`src/rtl/pipeline_control_idt_write_if.sv`:
```
// Load/store port bundle between the IDT write-back engine (master) and the
// shared load/store unit (slave).
interface pipeline_control_idt_write_if;
  logic        oLDST_USE;
  logic        oLDST_REQ;
  logic        iLDST_BUSY;
  logic [1:0]  oLDST_ORDER;
  logic        oLDST_RW;
  logic [31:0] oLDST_ADDR;
  logic [31:0] oLDST_DATA;
  logic        iLDST_REQ;

  modport master (
    output oLDST_USE, oLDST_REQ, oLDST_ORDER, oLDST_RW, oLDST_ADDR, oLDST_DATA,
    input  iLDST_BUSY, iLDST_REQ
  );

  modport slave (
    input  oLDST_USE, oLDST_REQ, oLDST_ORDER, oLDST_RW, oLDST_ADDR, oLDST_DATA,
    output iLDST_BUSY, iLDST_REQ
  );
endinterface

```
`src/rtl/pipeline_control_idt_write.sv`:
```
// IDT write-back engine: copies all 64 ICT entries to memory at IDTR + 8*entry
// over the shared load/store port, then pulses oWR_FINISH once every write is acked.
//
// state    | meaning
// ---------+-----------------------------------------------------------
// ST_IDLE  | port released, waiting for iWR_START
// ST_FETCH | ICT entry addressed by the issue count is packed into word_q
// ST_REQ   | write request for the current entry, held while port is busy
// ST_DRAIN | all 64 writes issued, waiting for outstanding acknowledges
// ST_DONE  | one-cycle finish pulse, then back to idle
module pipeline_control_idt_write (
  input  logic        iCLOCK,
  input  logic        inRESET,
  input  logic        iRESET_SYNC,
  input  logic [31:0] iSYSREG_IDTR,
  input  logic        iWR_START,
  output logic        oWR_FINISH,
  output logic [5:0]  oICT_RD_ENTRY,
  input  logic        iICT_CONF_MASK,
  input  logic        iICT_CONF_VALID,
  input  logic [1:0]  iICT_CONF_LEVEL,
  pipeline_control_idt_write_if.master ldst
);

  typedef enum logic [2:0] {
    ST_IDLE  = 3'd0,
    ST_FETCH = 3'd1,
    ST_REQ   = 3'd2,
    ST_DRAIN = 3'd3,
    ST_DONE  = 3'd4
  } state_t;

  localparam logic [6:0] ENTRY_TOTAL = 7'd64;
  localparam logic [6:0] ENTRY_LAST  = 7'd63;

  state_t      state_q, state_d;
  logic [31:0] base_q, base_d;
  logic [31:0] word_q, word_d;
  logic [6:0]  issue_cnt_q, issue_cnt_d;
  logic [6:0]  ack_cnt_q, ack_cnt_d;

  logic        in_flight;
  logic        accept;
  logic        ack_count_en;
  logic [31:0] ict_word;
  logic [31:0] wr_addr;

  assign ict_word = {14'h0, iICT_CONF_LEVEL, 14'h0, iICT_CONF_MASK, iICT_CONF_VALID};
  // Stride of 8 bytes; the add wraps modulo 2^32 so a high base rolls over to 0.
  assign wr_addr  = base_q + {23'h0, issue_cnt_q[5:0], 3'h0};

  assign in_flight    = (state_q == ST_FETCH) || (state_q == ST_REQ) || (state_q == ST_DRAIN);
  assign accept       = (state_q == ST_REQ) && !ldst.iLDST_BUSY;
  assign ack_count_en = in_flight && ldst.iLDST_REQ && (ack_cnt_q < ENTRY_TOTAL);

  always_ff @(posedge iCLOCK or negedge inRESET) begin
    if (!inRESET) begin
      state_q     <= ST_IDLE;
      base_q      <= 32'h0;
      word_q      <= 32'h0;
      issue_cnt_q <= 7'h0;
      ack_cnt_q   <= 7'h0;
    end else begin
      state_q     <= state_d;
      base_q      <= base_d;
      word_q      <= word_d;
      issue_cnt_q <= issue_cnt_d;
      ack_cnt_q   <= ack_cnt_d;
    end
  end

  always_comb begin
    state_d     = state_q;
    base_d      = base_q;
    word_d      = word_q;
    issue_cnt_d = issue_cnt_q;
    ack_cnt_d   = ack_cnt_q;

    if (ack_count_en) begin
      ack_cnt_d = ack_cnt_q + 7'd1;
    end

    case (state_q)
      ST_IDLE: begin
        if (iWR_START) begin
          base_d      = iSYSREG_IDTR;
          issue_cnt_d = 7'h0;
          ack_cnt_d   = 7'h0;
          state_d     = ST_FETCH;
        end
      end
      ST_FETCH: begin
        word_d  = ict_word;
        state_d = ST_REQ;
      end
      ST_REQ: begin
        if (accept) begin
          issue_cnt_d = issue_cnt_q + 7'd1;
          state_d     = (issue_cnt_q == ENTRY_LAST) ? ST_DRAIN : ST_FETCH;
        end
      end
      ST_DRAIN: begin
        // Uses the registered count, so an ack in the final accept cycle still lets DRAIN last one cycle.
        if (ack_cnt_q == ENTRY_TOTAL) begin
          state_d = ST_DONE;
        end
      end
      ST_DONE: begin
        state_d = ST_IDLE;
      end
      default: begin
        state_d = ST_IDLE;
      end
    endcase

    if (iRESET_SYNC) begin
      state_d     = ST_IDLE;
      base_d      = 32'h0;
      word_d      = 32'h0;
      issue_cnt_d = 7'h0;
      ack_cnt_d   = 7'h0;
    end
  end

  assign oWR_FINISH       = (state_q == ST_DONE);
  assign oICT_RD_ENTRY    = issue_cnt_q[5:0];
  assign ldst.oLDST_USE   = (state_q != ST_IDLE);
  assign ldst.oLDST_REQ   = (state_q == ST_REQ);
  assign ldst.oLDST_ORDER = 2'h2;
  assign ldst.oLDST_RW    = 1'b1;
  assign ldst.oLDST_ADDR  = (state_q == ST_REQ) ? wr_addr : 32'h0;
  assign ldst.oLDST_DATA  = (state_q == ST_REQ) ? word_q : 32'h0;

endmodule
```
`src/flat_wrapper.sv`:
```
// flat-port wrapper written by rule: the top's interface ports become plain ports
module pipeline_control_idt_write_flat 
  (iCLOCK, inRESET, iRESET_SYNC, iSYSREG_IDTR, iWR_START, oWR_FINISH, oICT_RD_ENTRY, iICT_CONF_MASK, iICT_CONF_VALID, iICT_CONF_LEVEL, ldst_oLDST_USE, ldst_oLDST_REQ, ldst_oLDST_ORDER, ldst_oLDST_RW, ldst_oLDST_ADDR, ldst_oLDST_DATA, ldst_iLDST_BUSY, ldst_iLDST_REQ);
  pipeline_control_idt_write_if ldst_i ();
  input  logic iCLOCK;
  input  logic inRESET;
  input  logic iRESET_SYNC;
  input  logic [31:0] iSYSREG_IDTR;
  input  logic iWR_START;
  output logic oWR_FINISH;
  output logic [5:0] oICT_RD_ENTRY;
  input  logic iICT_CONF_MASK;
  input  logic iICT_CONF_VALID;
  input  logic [1:0] iICT_CONF_LEVEL;
  output wire logic [$bits(ldst_i.oLDST_USE)-1:0] ldst_oLDST_USE;
  output wire logic [$bits(ldst_i.oLDST_REQ)-1:0] ldst_oLDST_REQ;
  output wire logic [$bits(ldst_i.oLDST_ORDER)-1:0] ldst_oLDST_ORDER;
  output wire logic [$bits(ldst_i.oLDST_RW)-1:0] ldst_oLDST_RW;
  output wire logic [$bits(ldst_i.oLDST_ADDR)-1:0] ldst_oLDST_ADDR;
  output wire logic [$bits(ldst_i.oLDST_DATA)-1:0] ldst_oLDST_DATA;
  input wire logic [$bits(ldst_i.iLDST_BUSY)-1:0] ldst_iLDST_BUSY;
  input wire logic [$bits(ldst_i.iLDST_REQ)-1:0] ldst_iLDST_REQ;
  assign ldst_oLDST_USE = ldst_i.oLDST_USE;
  assign ldst_oLDST_REQ = ldst_i.oLDST_REQ;
  assign ldst_oLDST_ORDER = ldst_i.oLDST_ORDER;
  assign ldst_oLDST_RW = ldst_i.oLDST_RW;
  assign ldst_oLDST_ADDR = ldst_i.oLDST_ADDR;
  assign ldst_oLDST_DATA = ldst_i.oLDST_DATA;
  assign ldst_i.iLDST_BUSY = ldst_iLDST_BUSY;
  assign ldst_i.iLDST_REQ = ldst_iLDST_REQ;
  pipeline_control_idt_write u_core (.iCLOCK(iCLOCK), .inRESET(inRESET), .iRESET_SYNC(iRESET_SYNC), .iSYSREG_IDTR(iSYSREG_IDTR), .iWR_START(iWR_START), .oWR_FINISH(oWR_FINISH), .oICT_RD_ENTRY(oICT_RD_ENTRY), .iICT_CONF_MASK(iICT_CONF_MASK), .iICT_CONF_VALID(iICT_CONF_VALID), .iICT_CONF_LEVEL(iICT_CONF_LEVEL), .ldst(ldst_i));
endmodule
```
`config.mk`:
```
export PLATFORM = sky130hd
export DESIGN_NAME = pipeline_control_idt_write_flat
export DESIGN_NICKNAME = d
export VERILOG_FILES = /design/src/rtl/pipeline_control_idt_write_if.sv /design/src/rtl/pipeline_control_idt_write.sv /design/src/flat_wrapper.sv
export SDC_FILE = /design/constraint.sdc
export NUM_CORES = 1
export LEC_CHECK = 0
export CAP_MARGIN = 20
export CORE_ASPECT_RATIO = 1.4
export CORE_MARGIN = 3
export CORE_UTILIZATION = 42
export DETAILED_ROUTE_END_ITERATION = 8
export MAX_ROUTING_LAYER = met4
export PLACE_DENSITY_LB_ADDON = 0.15
export SLEW_MARGIN = 10
export SYNTH_ARGS = -nofsm -noshare
export SYNTH_HDL_FRONTEND = slang
export SYNTH_SLANG_ARGS = --single-unit
```
`constraint.sdc`:
```
create_clock -name iCLOCK -period 2.8 [get_ports iCLOCK]
set_input_delay 0.56 -clock iCLOCK [delete_from_list [all_inputs] [get_ports iCLOCK]]
set_output_delay 0.56 -clock iCLOCK [all_outputs]
set_load 0.005 [all_outputs]
```
==> reports/metrics.cfg <==
[critical_path]
crit_type = reg2out
cp_max_fo = 3
crit_cells = 9
cp_cell_sequence = ha_2 > inv_2 > fa_2 > and2b_2 > o211ai_4 > a21o_1 > or4_4 > a21oi_2 > buf_2
slowest_stage = or4_4
max_stage_delay_ns = 0.51
cp_data_required_time_ns = 2.24
cp.arrival_ns = 2.52
startpoint_type = register
crit-reg2reg-launch = u_core.ack_cnt_q[0]
reg2reg_setup_slack_ns = 0.90
cp_num_buf_inv = 2
rr_endpoint = u_core.state_q[0]
critPathCaptureType = output pin
cp_top_family = simple AND/OR/NAND/NOR gates
rr_worst_depth = 7

[logic_synthesis]
ys_seq_elements = 53
synth-simple-area-share_pct = 25.58
ys_seq_area_share_pct = 36.95
synth_compound_area_share_pct = 13.11
ys.flop_type = dfrtp_1
async_flop_share_pct = 100.0
yosys.area.top_type = dfrtp_1
synth_common_cells = nand2_1 (84), dfrtp_1 (53), nor2_1 (42)
synth.avg_cell_area_um2 = 8.271
synth.area.top_cells = dfrtp_1 (37%), nand2_1 (8.8%), buf_4 (8.2%)
synth_fa_ha_area_share_pct = 3.695
synth_edf_count = 0
synth_top_family_by_area = simple AND/OR/NAND/NOR gates
synthXorXnorAreaFrac_pct = 6.832
yosysWarnings = 0
synth.cell_area_um2 = 3590
synth_top_area_share_pct = 36.95
yosysMostFrequentCell = nand2_1
muxShareOfSynthArea_pct = 1.952
synth_cell_type_count = 60
synthCells = 434

[global_route]
grt.overflow.total = 0
grt_usage_pct = 20.57
grt_max_degree = 41
antenna_found_initial = 0
grt_pass1_wl_um = 15590
grt_pass1_vias = 3209

[power_and_ir_drop]
fin_total_pwr_mw = 1.863
p_leak_nw = 2.200
peakVddDrop_mv = 0.3308
powerDensity_nw_per_um2 = 366.8

[sta]
rsz0062_at_grt = true
worst_slack_ns = -0.2760
worst_pin_slew_ns = 0.6535
setup_violations = 21
skew_ns = 0.006403
slew_headroom_pct = 56.43
period_share_pct = 109.9
post-route-min-period_ns = 3.076
drv_slew = 0
whs_ns = 0.2785
clock.fmax_ghz = 0.3251
hold_viol = 0

[clock_tree]
postCtsHoldBufs = 0
clock-root-buffer = clkbuf_16
h-tree-depth = 2
cts.sinks = 53
cts-buffers-inserted = 5
cts_tree = done
worstSkewPairLatency_ns = 0.30
cts_buffer_depth = 2
cts.clk_slew.worst_paths_ns = 0.07

[placed_design]
gp_congestion = 0.8895
hpwlAfterDp_um = 6962
port-buffer-count = 86

[drt]
drt_pass1_iterations = 4
vias = 3277
drtIter0Drc = 103
finalWirelength_um = 9709
routedWlPerCell_um = 14.80
drtAntennaViolNets = 0
drc_errors = 0
viasPerCell = 4.995

[finish]
area_growth_pct = 41.51
finalNetCount = 605
drive_above_1_share_pct = 23.29
diodes = 0

[floorplanning]
pin_count = 118
dieArea_um2 = 9708
rows = 39
core_um2 = 8247
die_h_um = 115.4
initial_core_util_pct = 43.53
die_w_um = 84.14

[status]
violations = negative setup slack
status = finished with violations

[run]
drv_cap = 0

[hold_path]
hp-class = in2async

==> kinds of logic after synthesis <==
group / count (synthesis)
AND/OR/NAND/NOR: 191
AO/OA/AOI/OAI: 73
buffers and inverters: 70
flip-flops: 53
XOR/XNOR: 28
adder cells (fa/ha/maj): 10
multiplexers: 7
other: 2
==> worst reg2reg max path, cell delays in order, from the launching register on <==
cell and delay (ns):
dfrtp_1 0.43, inv_1 0.08, ha_1 0.14, or4b_1 0.43
nor3b_1 0.33, mux2i_1 0.13, a22oi_1 0.17, nor3_1 0.07
==> timing repair <==
action,4_1_cts,5_1_grt
resized for setup,133,12
gates cloned,1,0
endpoints found under the setup margin,26,31
pin swaps,48,34
setup buffers,12,2
==> layout make-up <==
cell class,count,area (um^2)
inverter,10,41.29
clock buffer,5,125.1
sequential,53,1326
fill,745,3167
timing repair buffer,143,1222
clock inverter,3,46.29
tap,102,127.6
multi-input combinational,340,2191
==> power by group <==
part	total, mW	internal, mW	switching (mW)
registers	0.830	0.802	0.0280
clock network	0.706	0.423	0.283
logic	0.327	0.153	0.175
==> cells in the final DEF (no fill, tap or decap), types with 3 or more instances in the layout <==
master	synthesis	final
and2_1	10	10
xor2_1	7	7
nor3_2	0	3
nand4_1	5	5
nor4_2	0	4
o211ai_1	3	3
buf_4	39	47
nand3_1	5	5
ha_1	9	5
and3_1	4	4
conb_1	2	31
nor3_1	8	4
o21ai_0	7	5
clkbuf_16	0	5
o31ai_1	3	3
clkdlybuf4s50_1	0	59
dlygate4sd2_1	0	3
and4_1	3	3
nor2b_1	3	3
xnor2_1	21	21
dfrtp_1	53	53
buf_2	8	23
a21o_1	3	3
inv_1	10	8
a21oi_1	38	35
nor2_1	42	42
mux2i_1	7	7
nand2_1	84	84
buf_6	0	8
a2111oi_4	0	5
==> state kept, by name, summed over array words and instances (netlist names) <==
signal              count
u_core.base_q          32
u_core.ack_cnt_q        7
u_core.issue_cnt_q      7
u_core.word_q           4
u_core.state_q          3
==> metrics by stage <==
stage	cell area (um^2)	util, %	setup slack [ns]	TNS [ns]	std cells
after global placement	4646	56.33	-0.3399	-3.957	634
after CTS	5026	60.95	-0.2956	-4.382	654
after detailed placement	4646	56.33	-0.3791	-4.450	634
final	5080	61.60	-0.2760	-3.296	656
after global routing	5080	61.60	-0.3710	-5.867	656
after floorplan	3709	-	0.01295	0	463
==> layer usage <==
metal | up-vias | GRT usage [%] | wire (um)
li1 | 1636 | - | -
met1 | 1547 | 22.65 | 3844
met2 | 82 | 38.41 | 5330
met3 | 12 | 3.154 | 403
met4 | 0 | 5.365 | 131
met5 | - | - | 0
==> how the worst max path moves through the flow <==
stage          slack (ns)             startpoint             endpoint
4_1_cts             -0.30       u_core.base_q[3]  ldst_oLDST_ADDR[25]
2_1_floorplan        0.01  u_core.issue_cnt_q[0]  ldst_oLDST_ADDR[31]
6_report            -0.28  u_core.issue_cnt_q[0]  ldst_oLDST_ADDR[31]
5_1_grt             -0.37  u_core.issue_cnt_q[0]  ldst_oLDST_ADDR[31]
3_5_place_dp        -0.38       u_core.base_q[3]  ldst_oLDST_ADDR[23]
3_3_place_gp        -0.34  u_core.issue_cnt_q[0]  ldst_oLDST_ADDR[31]
(Power assumes the default switching activity.)
==> patch, RTL diff (same flow settings) <==
Register the inputs `iSYSREG_IDTR`, `iWR_START`, `iICT_CONF_MASK`, `iICT_CONF_VALID` and `iICT_CONF_LEVEL` before use, cleared by the reset. The logic sees them one clock later. The other inputs are not delayed to match.
--- a/src/rtl/pipeline_control_idt_write.sv
+++ b/src/rtl/pipeline_control_idt_write.sv
@@ -33,6 +33,28 @@
   localparam logic [6:0] ENTRY_TOTAL = 7'd64;
   localparam logic [6:0] ENTRY_LAST  = 7'd63;
 
+  logic [31:0] iSYSREG_IDTR_q;
+  logic iWR_START_q;
+  logic iICT_CONF_MASK_q;
+  logic iICT_CONF_VALID_q;
+  logic [1:0] iICT_CONF_LEVEL_q;
+
+  always_ff @(posedge iCLOCK or negedge inRESET) begin
+    if (!inRESET) begin
+      iSYSREG_IDTR_q    <= '0;
+      iWR_START_q       <= '0;
+      iICT_CONF_MASK_q  <= '0;
+      iICT_CONF_VALID_q <= '0;
+      iICT_CONF_LEVEL_q <= '0;
+    end else begin
+      iSYSREG_IDTR_q    <= iSYSREG_IDTR;
+      iWR_START_q       <= iWR_START;
+      iICT_CONF_MASK_q  <= iICT_CONF_MASK;
+      iICT_CONF_VALID_q <= iICT_CONF_VALID;
+      iICT_CONF_LEVEL_q <= iICT_CONF_LEVEL;
+    end
+  end
+
   state_t      state_q, state_d;
   logic [31:0] base_q, base_d;
   logic [31:0] word_q, word_d;
@@ -45,7 +67,7 @@
   logic [31:0] ict_word;
   logic [31:0] wr_addr;
 
-  assign ict_word = {14'h0, iICT_CONF_LEVEL, 14'h0, iICT_CONF_MASK, iICT_CONF_VALID};
+  assign ict_word = {14'h0, iICT_CONF_LEVEL_q, 14'h0, iICT_CONF_MASK_q, iICT_CONF_VALID_q};
   // Stride of 8 bytes; the add wraps modulo 2^32 so a high base rolls over to 0.
   assign wr_addr  = base_q + {23'h0, issue_cnt_q[5:0], 3'h0};
 
@@ -82,8 +104,8 @@
 
     case (state_q)
       ST_IDLE: begin
-        if (iWR_START) begin
-          base_d      = iSYSREG_IDTR;
+        if (iWR_START_q) begin
+          base_d      = iSYSREG_IDTR_q;
           issue_cnt_d = 7'h0;
           ack_cnt_d   = 7'h0;
           state_d     = ST_FETCH;
Behaviour: not the same (a bounded check fails within 4 cycles, from zero or initial values and one cycle with inRESET low).
==> patch against the unedited design <==
The flow still finishes with violations (setup timing); count of clock-buffer cells in the layout is 7 higher; worst setup slack better by 0.059 ns; final area is 24% higher; wire length is 14% higher; first-iteration DRC count is 66% higher; sequential power is 71% higher; power is 59% higher; hold slack worse by 0.13 ns; clock power is 63% higher; area after synthesis is 28% higher; synthesized cell count is 9.7% higher; sequential cell count is 37 higher; die area is 26% higher; critical endpoint is now ldst_oLDST_ADDR[29].
==> patch: results (changes against the unedited design) <==
- Routing usage on met2: 34.3% (-4.1 points)
- Largest cells by area after synthesis: dfrtp_1 49%, nand2_1 6.7%, buf_4 6.2%
- Dpl ws: -0.331 ns (+0.0477 ns)
- GRT Util Overall: 20.2% (-0.38 points)
- Pleak: 2.81 nW (+28%)
- Post-synthesis compound-gate area fraction: 12.1% (-1.0 points)
- Synth cell count leaders: 90 x dfrtp_1, 82 x nand2_1, 42 x nor2_1, 41 x a21oi_1, 38 x buf_4
- Met3 routed WL: 659 microns (+64%)
- Max VDD drop: 0.385 mV (+16%)
- Placed cell count: 710 (+12%)
- Crit-path leading delay family: buffers and inverters
- Crit path DAT: 2.46 ns (-0.06 ns)
- Slack of the critical path: -0.217 ns (+0.0592 ns)
- First-pass GRT wire length: 18600 microns (+20%)
- Synth Area in Adders: 2.89% (-0.80 points)
- Filler instances: 922 (+24%)
- HPWL Detailed: 7670 microns (+10%)
- Largest net degree at the start of global routing: 61 (+49%)
- Worst R2R End: u_core.state_q[1]$_DFFE_PN0P_
- Mux cell area share after synthesis: 1.09% (-0.86 points)
- Xor/xnor share of the synthesized area: 4.97% (-1.9 points)
- GRT met3 Usage: 4.24% (+1.1 points)
- Setup TNS: -2.09 ns (+1.20 ns)
- Critical path peak fanout: 5 (+2)
- Htree depth: 3 (+1)
- Total vias in the final route: 3729 (+14%)
- Slew headroom: 52.8% (-3.6 points)
- Yosys cell types: 57 (-5.0%)
- Share of cells above drive strength 1: 23.4% (+0.11 points)
- Met2 WL: 5960 microns (+12%)
- M1 wire length: 4320 microns (+12%)
- Worst R2R Setup Slack: 0.92 ns (+0.02 ns)
- Clock buffers created by TritonCTS: 9 (+4)
- Crit-path max cell delay: 0.36 ns (-0.15 ns)
- Met1 usage: 24.1% (+1.4 points)
- Clock skew: 0.00539 ns (-0.00101 ns)
- DR vias/cell: 5.01 (+0.20%)
- Slowest-stage cell, CP: dfrtp_1
- Placed Area: 5660 sq um (+22%)
- Status: finished with violations
- Setup violators final: 19 (-9.5%)
- Top Registers: u_core.base_q (32), u_core.iSYSREG_IDTR_q (32)
- Worst Setup EP: ldst_oLDST_ADDR[29]
- Failing checks: setup timing
- Finished Core Util: 59.8% (-1.8 points)
- Seq/Total Area, Yosys: 49.2% (+12 points)
- FF-to-FF Start: u_core.ack_cnt_q[0]$_DFF_PN0_
- Detailed router's first-iteration violation count: 171 (+66%)
- Wire per inst: 14.9 microns (+0.60%)
- Vias in the first global route: 3818 (+19%)
- Syn Area/Cell: 9.63 sq um (+16%)
- Placer Congestion: 0.795 (-11%)
- Nets@finish: 654 (+8.1%)
-- patch: cell types whose count changed in the layout (fill, tap and decap cells not counted), moves of 6 or more --
cell,delta
dfrtp_1,+37
buf_2,-6
and2_1,-6
and3_1,+9
o21ai_0,+6
xnor2_1,-8
-- patch: what timing repair did --
| action | in CTS | in global routing |
|---|---|---|
| pin swaps | 35 | 36 |
| gates resized for setup | 114 | 23 |
| endpoints found under the setup margin | 25 | 25 |
| buffers inserted | 16 | 4 |
-- patch: worst min path at each step --
stage,start,end,slack (ns)
finish,inRESET,u_core.iSYSREG_IDTR_q[1]$_DFF_PN0_,0.15
detailed placement,u_core.issue_cnt_q[6]$_DFFE_PN0P_,u_core.issue_cnt_q[6]$_DFFE_PN0P_,0.49
floorplan,inRESET,u_core.ack_cnt_q[0]$_DFF_PN0_,0.26
global placement,u_core.issue_cnt_q[6]$_DFFE_PN0P_,u_core.issue_cnt_q[6]$_DFFE_PN0P_,0.47
CTS,inRESET,u_core.iSYSREG_IDTR_q[1]$_DFF_PN0_,0.16
global route,inRESET,u_core.iSYSREG_IDTR_q[1]$_DFF_PN0_,0.17
-- patch: power breakdown --
| part | switching [mW] | leakage (nW) | internal [mW] | total, mW |
|---|---|---|---|---|
| clock | 0.497 | 0.139 | 0.656 | 1.15 |
| sequential | 0.0472 | 1.15 | 1.37 | 1.42 |
| combinational | 0.213 | 1.52 | 0.177 | 0.390 |
| total | 0.758 | 2.81 | 2.20 | 2.96 |
-- patch: final cells by class --
| class | instances | area share (%) |
|---|---|---|
| multi-input combinational | 343 | 36.2 |
| timing repair buffer | 144 | 19.8 |
| tap | 138 | 2.74 |
| inverter | 14 | 0.835 |
| clock inverter | 4 | 0.537 |
| sequential | 90 | 35.8 |
| clock buffer | 12 | 4.08 |
